$ cat config.mk
export PLATFORM = sky130hd
export DESIGN_NAME = key_step_debouncer
export DESIGN_NICKNAME = d
export VERILOG_FILES = /design/src/rtl/key_ctrl_pkg.sv /design/src/rtl/sync_2ff.sv /design/src/rtl/key_step_debouncer.sv
export SDC_FILE = /design/constraint.sdc
export NUM_CORES = 1
export LEC_CHECK = 0
export CAP_MARGIN = 15
export CORE_MARGIN = 3
export CORE_UTILIZATION = 45
export DETAILED_ROUTE_END_ITERATION = 8
export PLACE_DENSITY = 0.63
export SLEW_MARGIN = 20
export SYNTH_ARGS = -nofsm -noshare
export SYNTH_HDL_FRONTEND = slang
export SYNTH_SLANG_ARGS = --single-unit
$ cat constraint.sdc
create_clock -name clk -period 1.8 [get_ports clk]
set_input_delay 0.54 -clock clk [delete_from_list [all_inputs] [get_ports clk]]
set_output_delay 0.54 -clock clk [all_outputs]
set_load 0.01 [all_outputs]
$ cat src/rtl/key_ctrl_pkg.sv
// rtl/key_ctrl_pkg.sv - shared key-control types, timing constants and helpers
package key_ctrl_pkg;

  typedef enum logic [1:0] {
    IDLE         = 2'd0,
    PRESS_WAIT   = 2'd1,
    HELD         = 2'd2,
    RELEASE_WAIT = 2'd3
  } key_state_t;

  // Board timing at 50 MHz
  localparam int DEF_DEBOUNCE_CYCLES = 1000000;
  localparam int DEF_REPEAT_DELAY    = 25000000;
  localparam int DEF_REPEAT_PERIOD   = 10000000;

  // Shortened timing for simulation
  localparam int SIM_DEBOUNCE_CYCLES = 4;
  localparam int SIM_REPEAT_DELAY    = 10;
  localparam int SIM_REPEAT_PERIOD   = 3;

  function automatic int max3(input int a, input int b, input int c);
    int m;
    m = a;
    if (b > m) m = b;
    if (c > m) m = c;
    return m;
  endfunction

endpackage

$ cat src/rtl/sync_2ff.sv
// rtl/sync_2ff.sv - two-flop synchronizer with configurable reset value
module sync_2ff #(
  parameter logic RST_VAL = 1'b0
) (
  input  logic clk,
  input  logic rst,
  input  logic d,
  output logic q
);

  logic meta;

  // Two back-to-back flops; the first may go metastable, the second resolves it
  always_ff @(posedge clk) begin
    if (rst) begin
      meta <= RST_VAL;
      q    <= RST_VAL;
    end else begin
      meta <= d;
      q    <= meta;
    end
  end

endmodule

$ cat src/rtl/key_step_debouncer.sv
// rtl/key_step_debouncer.sv - debounces one push-button into a single-cycle step strobe
module key_step_debouncer
  import key_ctrl_pkg::*;
#(
  parameter int ACTIVE_LOW      = 1,
  parameter int DEBOUNCE_CYCLES = DEF_DEBOUNCE_CYCLES,
  parameter int REPEAT_EN       = 0,
  parameter int REPEAT_DELAY    = DEF_REPEAT_DELAY,
  parameter int REPEAT_PERIOD   = DEF_REPEAT_PERIOD
) (
  input  logic clk,
  input  logic rst,
  input  logic key_in,
  output logic step,
  output logic key_level,
  output logic busy
);

  localparam int CNT_MAX = max3(DEBOUNCE_CYCLES, REPEAT_DELAY, REPEAT_PERIOD);
  localparam int CW      = $clog2(CNT_MAX) + 1;

  localparam logic          KEY_IDLE  = (ACTIVE_LOW != 0) ? 1'b1 : 1'b0;
  localparam logic [CW-1:0] CNT_ONE   = CW'(1);
  localparam logic [CW-1:0] CNT_DB    = CW'(DEBOUNCE_CYCLES);
  localparam logic [CW-1:0] CNT_DELAY = CW'(REPEAT_DELAY - 1);
  localparam logic [CW-1:0] CNT_PER   = CW'(REPEAT_PERIOD - 1);

  logic          key_sync;
  logic          pressed;
  key_state_t    state, state_d;
  logic [CW-1:0] cnt, cnt_d;
  logic          rep_started, rep_started_d;
  logic          step_d, level_d, busy_d;

  sync_2ff #(.RST_VAL(KEY_IDLE)) u_sync (
    .clk (clk),
    .rst (rst),
    .d   (key_in),
    .q   (key_sync)
  );

  assign pressed = (ACTIVE_LOW != 0) ? ~key_sync : key_sync;

  // State, shared counter and registered outputs; reset discards all progress
  always_ff @(posedge clk) begin
    if (rst) begin
      state       <= IDLE;
      cnt         <= '0;
      rep_started <= 1'b0;
      step        <= 1'b0;
      key_level   <= 1'b0;
      busy        <= 1'b0;
    end else begin
      state       <= state_d;
      cnt         <= cnt_d;
      rep_started <= rep_started_d;
      step        <= step_d;
      key_level   <= level_d;
      busy        <= busy_d;
    end
  end

  // Next-state logic; rep_started selects first-delay versus period compare in HELD
  always_comb begin
    state_d       = state;
    cnt_d         = cnt;
    rep_started_d = rep_started;
    step_d        = 1'b0;
    case (state)
      IDLE: begin
        if (pressed) begin
          state_d = PRESS_WAIT;
          cnt_d   = CNT_ONE;
        end
      end
      PRESS_WAIT: begin
        if (!pressed) begin
          state_d = IDLE;
          cnt_d   = '0;
        end else if (cnt == CNT_DB) begin
          state_d       = HELD;
          cnt_d         = '0;
          rep_started_d = 1'b0;
          step_d        = 1'b1;
        end else begin
          cnt_d = cnt + CNT_ONE;
        end
      end
      HELD: begin
        if (!pressed) begin
          state_d = RELEASE_WAIT;
          cnt_d   = CNT_ONE;
        end else if (REPEAT_EN != 0) begin
          if (cnt == (rep_started ? CNT_PER : CNT_DELAY)) begin
            step_d        = 1'b1;
            cnt_d         = '0;
            rep_started_d = 1'b1;
          end else begin
            cnt_d = cnt + CNT_ONE;
          end
        end
      end
      RELEASE_WAIT: begin
        if (pressed) begin
          state_d       = HELD;
          cnt_d         = '0;
          rep_started_d = 1'b0;
        end else if (cnt == CNT_DB) begin
          state_d = IDLE;
          cnt_d   = '0;
        end else begin
          cnt_d = cnt + CNT_ONE;
        end
      end
      default: begin
        state_d = IDLE;
        cnt_d   = '0;
      end
    endcase
    level_d = (state_d == HELD) || (state_d == RELEASE_WAIT);
    busy_d  = (state_d == PRESS_WAIT) || (state_d == RELEASE_WAIT);
  end

endmodule
Word level (Yosys, flattened, before mapping)
Cells that the tools add are included.
{ "totals": {"ff_bits": 33, "out_inout_bits": 3} }
{ "classes": {"n_addsub": 1, "n_eq_ne": 9, "n_mux": 14, "bitwise_logic": 1, "n_reduce_logical": 5} }
{ "op_table": {"columns": ["op", "n"], "rows": [
  ["26-bit two-way mux", 5],
  ["26-bit case mux with 4 select lines", 1],
  ["26-bit by 1-bit adder with 26-bit output (second input constant)", 1],
  ["26-bit by 20-bit == test with 1-bit output (second input constant)", 1],
  ["2-bit two-way mux", 6],
  ["2-bit == test (second input constant)", 4],
  ["2-bit case mux with 4 select lines", 1],
  ["2-bit by 1-bit == test with 1-bit output (second input constant)", 2],
  ["3-bit OR reduction", 1],
  ["2-bit logical NOT", 1],
  ["1-bit logical OR", 2],
  ["2-bit by 1-bit != test with 1-bit output (second input constant)", 1],
  ["2-bit != test (second input constant)", 1],
  ["2-bit AND reduction", 1],
  ["1-bit two-way mux", 1],
  ["1-bit inverter", 1]
]} }

Logic depth before layout (Yosys ltp)
Gate-level depths: netlist of run 1.
{ "depth": {"word_depth": 6, "mapped_depth": 8} }

By module
Synthesis of run 1 repeated with hierarchy kept, for this count alone.
{ "unflattened": {"cells_unflattened": 175, "area_unflattened_um2": 1524.0} }
{ "by_module_without_submodules": {"columns": ["mod", "instances", "cells_per_inst", "area_each_um2", "seq_area_each_um2"], "rows": [
  ["key_step_debouncer", 1, 171, 1471.4, 600.6],
  ["sync_2ff", 1, 4, 52.6, 40.0]
]} }

Least setup slack after synthesis of run 1
OpenSTA, ideal clock, no wires.
{ "synth_path": {"path_type": "reg-to-reg", "from": "register cnt[10]", "to": "register cnt[4]", "setup_time_ps": 115, "arrival_time_ps": 1511, "required_time_ps": 1685, "setup_slack_ps": 175, "path_stages_with_launch": 7, "path_cell_list": "dfxtp_1 or4b_4 nor3_2 a21oi_2 o21bai_4 buf_4 nor2_1"} }
{ "synth_via": {"elab_chain_len": 4, "word_cells_on_any_way": 5} }
{ "synth_lines": {"columns": ["element", "line_no", "rtl"], "rows": [
  ["start: declaration", "key_step_debouncer.sv:31", "logic [CW-1:0] cnt, cnt_d;"],
  ["start signal: assignment", "key_step_debouncer.sv:55", "cnt <= cnt_d;"],
  ["26-bit by 20-bit == test with 1-bit output (*)", "key_step_debouncer.sv:80, key_step_debouncer.sv:108", null],
  ["26-bit two-way mux (*)", "key_step_debouncer.sv:80, key_step_debouncer.sv:108", null],
  ["26-bit two-way mux, on equally long branches", "key_step_debouncer.sv:104, key_step_debouncer.sv:77", null],
  ["26-bit case mux with 4 select lines (*)", "key_step_debouncer.sv:69", "case (state)"]
]} }
Every way passes the cells marked *; elsewhere a longest branch is shown, timed or not.
A chain may end at the register's enable or synchronous reset.

Final worst setup path of run 1
{ "layout_path": {"from": "register step", "to": "output step"} }
{ "layout_lines": {"columns": ["element", "line_no", "rtl"], "rows": [
  ["start: declaration", "key_step_debouncer.sv:14", "output logic step,"],
  ["start signal: assignment", "key_step_debouncer.sv:57", "step <= step_d;"]
]} }
No word-level cell between the ends.

==> results of run 1 <==
==> worst max-delay path by stage <==
stage               slack (ps)  endpoint  startpoint  cells after the start
finish                      80      step        step                      1
global route                 1   cnt[14]      cnt[0]                      8
CTS                         50      step        step                      1
detailed placement         100   cnt[17]     cnt[11]                      6
global placement           140   cnt[10]     cnt[11]                      6
floorplan                  170    cnt[4]     cnt[10]                      6
==> where the power goes <==
part	total [mW]	switching, mW	internal, mW
registers	0.716	0.00428	0.712
clock network	0.529	0.238	0.291
logic	0.0453	0.0257	0.0196
total	1.29	0.268	1.02
==> state kept, by name, indices dropped and copies added (netlist names) <==
signal,count
cnt,26
busy,1
key_level,1
state,1
step,1
u_sync.meta,1
u_sync.q,1
==> cell usage in the layout (no fill, tap or decap), types with 2 or more instances in the layout <==
cell | synthesis | layout
a211oi_1 | 2 | 2
a21oi_1 | 3 | 3
a21oi_2 | 3 | 3
and3_1 | 3 | 3
buf_4 | 2 | 9
clkbuf_4 | 0 | 5
clkdlybuf4s50_1 | 0 | 4
dfxtp_1 | 32 | 31
ha_1 | 2 | 2
inv_1 | 6 | 6
nand2_1 | 12 | 12
nand3_1 | 14 | 14
nand4_1 | 12 | 12
nor2_1 | 31 | 31
nor3_1 | 4 | 4
nor3b_1 | 2 | 2
nor4_1 | 4 | 4
o21ai_0 | 2 | 2
or2_2 | 2 | 2
xnor2_1 | 3 | 3
xor2_1 | 20 | 20
==> repair_timing <==
action | in CTS | in global routing
resized for setup | 2 | 1
cloned | 0 | 0
pin swaps | 0 | 0
setup endpoints to repair | 1 | 17
hold endpoints to repair | 0 | 0
==> final cells by class <==
class	count	area, um2
Fill cell	309	1380
Multi-Input combinational cell	130	808
Sequential cell	32	642
Timing Repair Buffer	14	116
Tap cell	44	55.1
Clock buffer	6	41.3
Clock inverter	2	35.0
Inverter	6	22.5
==> per-layer routing <==
layer | up-vias | wire length (um)
li1 | 629 | -
met1 | 562 | 1590
met2 | 21 | 1290
met3 | 2 | 100
met4 | 0 | 19
met5 | - | 0
==> cell usage after synthesis, types with 3 or more instances <==
cell type	count
inv_1	6
dfxtp_1	32
and3_1	3
a21oi_1	3
nor2_1	31
nand4_1	12
nor3_1	4
nand3_1	14
nor4_1	4
xnor2_1	3
a21oi_2	3
xor2_1	20
nand2_1	12
==> stage by stage <==
stage	instances	area, um2
floorplan	173	1490
global placement	226	1640
detailed placement	226	1640
CTS	234	1710
global route	234	1720
finish	234	1720
==> cell families (layout without fill, tap and decap cells) <==
group / Yosys count / count (layout) / synth area share, %
AO/OA/AOI/OAI: 13 / 13 / 6.71
XOR/XNOR: 23 / 23 / 13.5
adder cells (fa/ha/maj): 2 / 2 / 1.68
buffers and inverters: 11 / 28 / 3.35
flip-flops: 32 / 32 / 42.9
multiplexers: 1 / 1 / 0.671
AND/OR/NAND/NOR: 91 / 91 / 31.2
==> results.tsv, run 1 <==
stage	metric	value	unit
worst_setup_path	path_class	register to primary output	
synthesis	async_reset_ff_share	0	%
run_status	status	finished clean	
timing	drv_slew	0	
drt	wirelength	3.00	mm
global_route	grt_pass1_wl	4.95	mm
timing	rsz0062_at_grt	no	
worst_hold_path	worstHoldStart	u_sync.meta	
synthesis	ys_ff_latch	32	
clock_network	tritoncts	built	
worst_hold_path	hp-class	register to register	
global_route	met2_usage	21.4	%
worst_setup_path	cp.arrival	1180	ps
clock_network	cts_setup_buffers	0	
worst_setup_path	path_buf_inv	1	
timing	worst_slack	80.6	ps
worst_setup_path	crit_chain	clkdlybuf4s50_1	
clock_network	cts_buffers	5	
timing	fmax	582	MHz
clock_network	clockBufferDepth	2	
global_route	grt_pass1_vias	1064	
power	power	1.29	mW
power	power_density	750	nW/um2
synthesis	synth.area.top_cells	dfxtp_1 (43%), xor2_1 (12%), nor2_1 (7.8%)	
timing	finalSetupViolCount	0	
worst_setup_path	cpLargestDelayFamily	buffers and inverters	
synthesis	syn_nets	178	
placed_design	dp_hpwl	2.18	mm
synthesis	syn_area_per_cell	8.63	um2
cells_and_area	drive_above_1_share	13.7	%
cells_and_area	utilization	55.4	%
timing	hold_ws	424	ps
power	cellLeakagePower	0.606	nW
worst_setup_path	crit_required	1260	ps
timing	period_share	95.5	%
placed_design	finalWeightedCongestion	0.832	
global_route	busiest_layer	met1	
worst_setup_path	reg2reg_from	cnt[9]	
synthesis	synthCells	173	
clock_network	ctsRootBufferMaster	clkbuf_4	
worst_setup_path	critPathLaunchType	register	
floorplanning	num_rows	20	
synthesis	synth_area	1490	um2
worst_setup_path	reg2reg_setup_slack	90	ps
floorplanning	coreArea	3100	um2
worst_setup_path	max_stage_delay	530	ps
placed_design	dp_slack	97.0	ps
global_route	grt_util_met3	5.88	%
synthesis	yosys_warnings	0	
cells_and_area	area_growth	15.3	%
clock_network	cts.clk_slew.worst_paths	100	ps
clock_network	cts_sinks	32	
timing	skew	10.7	ps
synthesis	synth-edff-count	0	
drt	drc	0	
timing	worst_slew_pin_slew	498	ps
synthesis	synth_top_flop_cell	dfxtp_1	
global_route	met1_usage	23.1	%
floorplanning	die_x	63.6	um
worst_hold_path	min_delay_path_depth	1	
synthesis	synth.distinct_cells	31	
global_route	antenna_found_initial	0	
worst_hold_path	whs_endpoint	u_sync.q	
global_route	grt_max_degree	14	
synthesis	yosysSeqAreaShare	42.9	%
placed_design	port_buffers	5	
clock_network	htreeDepth	2	
floorplanning	die_y	63.6	um
flow_run	drv_cap	0	
floorplanning	start_util	48.1	%
power	ir_drop	510	uV
worst_setup_path	cpMaxStageDelayCell	clkdlybuf4s50_1	
timing	period_minus_slack	1720	ps
drt	drt_pass1_iterations	4	
floorplanning	fp.dieArea	4040	um2
drt	post_drt_wl_per_cell	12.8	um
worst_setup_path	reg2reg_to	cnt[17]	
global_route	grt_usage	16.1	%
floorplanning	io_pins	6	
synthesis	yosysTopAreaCellShare	42.9	%
drt	vias	1214	
worst_setup_path	reg2regPathDepth	6	
drt	first_iter_violations	51	
cells_and_area	antennaDiodeCount	0	
drt	ant_nets	0	
synthesis	synth_top_area_cell	dfxtp_1	
global_route	gr-total-overflow	0	
timing	final.setup.tns	0	ps
worst_setup_path	crit_path_end_kind	primary output	
timing	max_slew_margin	66.8	%
drt	drt-vias-per-instance	5.19	
timing	hold_viol	0	
worst_setup_path	cp_max_fo	1	
clock_network	cts_hold_buf	0	
cells_and_area	nets	194	
clock_network	clk_latency	330	ps
Note: power is estimated with default switching activity, not from simulation.
==> run 2: changes to the inputs <==
Settings changed: CORE_MARGIN 3 to 2.
==> run 2 against run 1 <==
Critical path type unchanged. Sequential cell count unchanged. Die area down 6.2%. Non-clock buffer count up 2. Clock power up 16%. Worst hold slack about the same. Fmax down 0.40%. Largest power group unchanged. Register-to-register slack better by 20 ps. Sequential power about the same. Final cell count up 0.85%. Global-route usage up 3.5 points. Core utilization up 0.89 points.
==> results.tsv, run 2 (synthesis results as in run 1) <==
stage	metric	value	unit	change
placed_design	finalWeightedCongestion	0.944		was 0.832
worst_setup_path	cpMaxStageDelayCell	clkdlybuf4s50_1		unchanged
drt	wl_met3	157	um	was 100 um
worst_hold_path	hp-class	register to register		unchanged
floorplanning	die_y	61.6	um	was 63.6 um
drt	ant_nets	0		unchanged
drt	drt-vias-per-instance	5.36		was 5.19
cells_and_area	top_register	cnt		unchanged
clock_network	ctsRootBufferMaster	clkbuf_4		unchanged
global_route	grt_pass1_vias	1159		was 1064
power	power_frac_seq	52.0	%	was 55.5%
floorplanning	coreArea	3100	um2	unchanged
floorplanning	io_pins	6		unchanged
global_route	grt_pass1_wl	5.30	mm	was 4.95 mm
drt	vias	1266		was 1214
drt	post_drt_wl_per_cell	12.9	um	was 12.8 um
timing	period_share	95.9	%	was 95.5%
power	swShare	20.0	%	was 20.8%
cells_and_area	drive_above_1_share	14.6	%	was 13.7%
global_route	antenna_found_initial	0		unchanged
power	power	1.38	mW	was 1.29 mW
cells_and_area	area_growth	17.1	%	was 15.3%
timing	hold_viol	0		unchanged
clock_network	tritoncts	built		unchanged
run_status	status	finished clean		unchanged
worst_setup_path	max_stage_delay	530	ps	about the same
clock_network	cts.clk_slew.worst_paths	100	ps	about the same
worst_setup_path	cp_max_fo	1		unchanged
worst_setup_path	cpLargestDelayFamily	buffers and inverters		unchanged
cells_and_area	fin_area	1750	um2	was 1720 um2
clock_network	clockBufferDepth	2		unchanged
worst_setup_path	path_buf_inv	1		unchanged
worst_setup_path	cp.arrival	1190	ps	was 1180 ps
drt	drt_pass1_iterations	6		was 4
worst_setup_path	crit_path_end_kind	primary output		unchanged
timing	final.setup.tns	0	ps	unchanged
timing	skew	10.1	ps	was 10.7 ps
power	intPower	1.10	mW	was 1.02 mW
worst_setup_path	critPathLaunchType	register		unchanged
global_route	gr-total-overflow	0		unchanged
cells_and_area	antennaDiodeCount	0		unchanged
clock_network	cts_hold_buf	0		unchanged
timing	finalSetupViolCount	0		unchanged
global_route	grt_usage	19.6	%	was 16.1%
drt	highest_layer	met4		unchanged
power	power_density	787	nW/um2	was 750 nW/um2
drt	wl_met1	1.47	mm	was 1.59 mm
timing	fmax	579	MHz	was 582 MHz
clock_network	htreeDepth	2		unchanged
floorplanning	die_x	61.6	um	was 63.6 um
drt	drc	0		unchanged
clock_network	cts_buffers	5		unchanged
timing	max_slew_margin	74.6	%	was 66.8%
timing	period_minus_slack	1730	ps	was 1720 ps
power	ir_drop	483	uV	was 510 uV
clock_network	clk_latency	330	ps	about the same
drt	route.met2.wl	1.38	mm	was 1.29 mm
cells_and_area	fin_cells	236		was 234
floorplanning	start_util	48.1	%	unchanged
global_route	grt_max_degree	13		was 14
clock_network	cts_sinks	32		unchanged
worst_setup_path	path_class	register to primary output		unchanged
timing	drv_slew	0		unchanged
timing	worst_slack	73.7	ps	was 80.6 ps
placed_design	placed_cell_area	1650	um2	was 1640 um2
timing	worst_slew_pin_slew	380	ps	was 498 ps
cells_and_area	largest_register_ffs	26		unchanged
timing	rsz0062_at_grt	no		unchanged
power	cellLeakagePower	0.623	nW	was 0.606 nW
floorplanning	fp.dieArea	3790	um2	was 4040 um2
flow_run	drv_cap	0		unchanged
placed_design	dp.cells	228		was 226
cells_and_area	layout_common_cells	nor2_1 (31), dfxtp_1 (31), xor2_1 (20)		unchanged
worst_setup_path	crit_required	1260	ps	about the same
placed_design	dp_slack	120	ps	was 97.0 ps
placed_design	dp_hpwl	2.27	mm	was 2.18 mm
drt	first_iter_violations	46		was 51
power	pwr-share-comb	3.3	%	was 3.5%
power	switchingPower	276	uW	was 268 uW
drt	wirelength	3.03	mm	was 3.00 mm
cells_and_area	nets	196		was 194
placed_design	port_buffers	5		unchanged
power	clockPowerShare	44.7	%	was 41.0%
worst_setup_path	reg2reg_setup_slack	110	ps	was 90 ps
floorplanning	num_rows	20		unchanged
worst_setup_path	crit_chain	clkdlybuf4s50_1		unchanged
run 2: changes by cell type in the layout (fill, tap and decap cells not counted), sizes merged:
cell	previous run	this run
buf	9	11
clkbuf	6	7
clkinv	1	0
run 2: final timing paths:
check                                  from       end  cells past startpoint
worst min register to register  u_sync.meta  u_sync.q                      1
worst min-delay path            u_sync.meta  u_sync.q                      1
worst max-delay path                   step      step                      1
worst max register to register      cnt[11]   cnt[17]                      6
run 2: cell type report:
class | instances | area (um2)
fill | 308 | 1360
multi-input combinational | 130 | 802
sequential | 32 | 642
timing repair buffer | 16 | 131
clock buffer | 7 | 65.1
tap | 44 | 55.1
clock inverter | 1 | 30.0
inverter | 6 | 22.5
run 2: what timing repair did:
item	CTS	global route
gates resized for setup	2	0
setup buffers	0	0
endpoints found under the setup margin	1	0
hold endpoints to repair	0	0
run 2: through the flow:
step / util (%) / hold WS [ps]
2_1_floorplan: - / 389
3_3_place_gp: 53.3 / 391
4_1_cts: 56.3 / 431
6_report: 56.3 / 424
3_5_place_dp: 53.3 / 407
5_1_grt: 56.3 / 445
run 2: power groups by stage:
stage | registers, mW | logic (mW) | clock network (mW)
after CTS | 0.716 | 0.0449 | 0.627
after detailed placement | 0.732 | 0.0447 | 0
after global placement | 0.732 | 0.0440 | 0
final | 0.716 | 0.0449 | 0.615
after floorplan | 0.732 | 0.0290 | 0
after global routing | 0.717 | 0.0502 | 0.672
run 2: routing by layer:
metal  vias up  global-route usage [%]
met5         -                       0
met1       599                    26.9
li1        636                       -
met4         0                    6.99
met2        27                    28.3
met3         4                    7.14
run 2: worst register-to-register path: cells and delay by family, from the launching register on:
family,cells,cell delay (ps)
and+or+nand+nor,3,800
DFF,1,340
AOI/OAI and AO/OA,2,250
buffers and inverters,1,190
==> run 3: changes to the inputs <==
Settings changed: PLACE_DENSITY 0.63 to 0.65, SLEW_MARGIN 20 to 15.
Clock period 1.8 ns to 1.4 ns, I/O delays scaled along.
==> run 3 against run 2 <==
Final cell count is 13% higher. Critical endpoint is now cnt[17]. The run now ends with negative setup slack left. Clock skew is 3.7 ps lower. Sequential power grew 28%. Largest power group unchanged. Worst hold slack better by 12 ps.
==> results.tsv, run 3 (synthesis results as in run 1) <==
stage	metric	value	unit	change
cells_and_area	largest_register_ffs	26		unchanged
worst_hold_path	hp-class	register to register		unchanged
global_route	grt_usage	22.1	%	was 19.6%
power	ir_drop	688	uV	was 483 uV
clock_network	htreeDepth	2		unchanged
power	clockPowerShare	36.3	%	was 44.7%
floorplanning	start_util	48.1	%	unchanged
cells_and_area	drive_above_1_share	35.6	%	was 14.6%
drt	drc	0		unchanged
power	power_frac_seq	58.9	%	was 52.0%
cells_and_area	fin_area	2080	um2	was 1750 um2
power	swShare	23.3	%	was 20.0%
worst_hold_path	min_delay_path_depth	1		unchanged
clock_network	ctsRootBufferMaster	clkbuf_4		unchanged
run_status	violations	negative setup slack		
placed_design	dp_slack	-263	ps	was 120 ps
drt	first_iter_violations	70		was 46
timing	worst_slew_pin_slew	282	ps	was 380 ps
placed_design	dp.cells	257		was 228
worst_setup_path	critPathLaunchType	register		unchanged
floorplanning	io_pins	6		unchanged
drt	post_drt_wl_per_cell	13.7	um	was 12.9 um
timing	finalSetupViolCount	30		was 0
cells_and_area	antennaDiodeCount	0		unchanged
placed_design	port_buffers	5		unchanged
global_route	grt_pass1_vias	1373		was 1159
floorplanning	die_y	61.6	um	unchanged
power	intPower	1.20	mW	was 1.10 mW
timing	rsz0062_at_grt	yes		was no
power	pwr-share-comb	4.8	%	was 3.3%
cells_and_area	layout_commonest_cell	buf_4		
power	power_density	749	nW/um2	was 787 nW/um2
worst_setup_path	cp_max_fo	22		was 1
timing	fmax	609	MHz	
floorplanning	die_x	61.6	um	unchanged
clock_network	clockBufferDepth	2		unchanged
cells_and_area	layout_common_cells	buf_4 (40), nor2_1 (31), dfxtp_1 (26)		was nor2_1 (31), dfxtp_1 (31), xor2_1 (20)
global_route	gr-total-overflow	0		unchanged
worst_setup_path	crit_start	cnt[25]		was step
drt	drt-vias-per-instance	5.14		was 5.36
worst_setup_path	reg2regPathDepth	6		unchanged
timing	period_share	117	%	
run_status	status	finished with violations		was finished clean
cells_and_area	top_register	cnt		unchanged
floorplanning	fp.dieArea	3790	um2	unchanged
placed_design	dp_hpwl	2.49	mm	was 2.27 mm
clock_network	clk_latency	340	ps	was 330 ps
placed_design	finalWeightedCongestion	0.792		was 0.944
worst_setup_path	path_class	register to register		was register to primary output
cells_and_area	area_growth	39.6	%	was 17.1%
timing	max_slew_margin	81.0	%	was 74.6%
timing	skew	6.43	ps	was 10.1 ps
flow_run	drv_cap	0		unchanged
power	switchingPower	364	uW	was 276 uW
clock_network	cts_hold_buf	0		unchanged
clock_network	cts.clk_slew.worst_paths	90	ps	was 100 ps
timing	hold_viol	0		unchanged
timing	drv_slew	0		unchanged
worst_setup_path	crit_required	1630	ps	was 1260 ps
timing	worst_slack	-243	ps	was 73.7 ps
power	cellLeakagePower	0.836	nW	was 0.623 nW
global_route	grt_pass1_wl	6.13	mm	was 5.30 mm
worst_hold_path	worstHoldStart	u_sync.meta		unchanged
worst_setup_path	crit_path_end_kind	register		was primary output
floorplanning	coreArea	3100	um2	unchanged
cells_and_area	fillers	268		was 308
power	power	1.56	mW	was 1.38 mW
clock_network	tritoncts	built		unchanged
worst_setup_path	reg2reg_from	cnt[25]		was cnt[11]
worst_setup_path	cp.arrival	1880	ps	was 1190 ps
drt	vias	1367		was 1266
drt	drt_pass1_iterations	5		was 6
drt	ant_nets	0		unchanged
cells_and_area	fin_cells	266		was 236
global_route	antenna_found_initial	0		unchanged
clock_network	cts_sinks	32		unchanged
drt	wirelength	3.65	mm	was 3.03 mm
floorplanning	num_rows	20		unchanged
placed_design	placed_cell_area	1900	um2	was 1650 um2
global_route	grt_max_degree	23		was 13
timing	period_minus_slack	1640	ps	
cells_and_area	nets	226		was 196
clock_network	cts_buffers	5		unchanged
## run 3: critical path: stages (launching register included)
cell	delay, ps
dfxtp_2	330
or4b_4	560
nor3_4	150
a21oi_2	100
o21bai_4	170
buf_12	170
nor2_1	60
## run 3: layout make-up
type | count | area (um2) | share of cell area, %
Clock buffer | 8 | 58.8 | 2.82
Inverter | 6 | 22.5 | 1.08
Timing Repair Buffer | 46 | 363 | 17.4
Sequential cell | 32 | 651 | 31.2
Multi-Input combinational cell | 130 | 935 | 44.8
Tap cell | 44 | 55.1 | 2.64
## run 3: power groups by stage
stage,clock network (mW),registers (mW),logic (mW)
global placement,0,0.941,0.0708
CTS,0.571,0.919,0.0724
global route,0.619,0.920,0.0819
floorplan,0,0.941,0.0407
finish,0.567,0.919,0.0752
detailed placement,0,0.941,0.0724
## run 3: per-stage QoR
stage | utilization [%] | TNS, ps | hold slack [ps]
2_1_floorplan | - | -3280 | 389
3_3_place_gp | 61.1 | -4800 | 396
3_5_place_dp | 61.1 | -6700 | 411
4_1_cts | 64.2 | -6190 | 437
5_1_grt | 67.2 | -8120 | 473
6_report | 67.2 | -6180 | 436
## run 3: what timing repair did
| action | 4_1_cts | 5_1_grt |
|---|---|---|
| buffers inserted | 0 | 1 |
| gates resized for setup | 15 | 18 |
| pin swaps | 4 | 3 |
| setup endpoints to repair | 33 | 31 |
## run 3: final timing paths
check / endpoint / slack [ps]
worst min register to register: u_sync.q / 440
worst max register to register: cnt[17] / -240
worst min-delay path: u_sync.q / 440
worst max-delay path: cnt[17] / -240
## run 3: per-layer routing
| layer | track usage [%] | vias up | share of wire [%] |
|---|---|---|---|
| met1 | 27.6 | 648 | 46 |
| met3 | 7.14 | 5 | 3.5 |
| met5 | 0 | - | 0 |
| li1 | - | 691 | - |
| met4 | 9.12 | 0 | 1.5 |
| met2 | 35.0 | 23 | 49 |
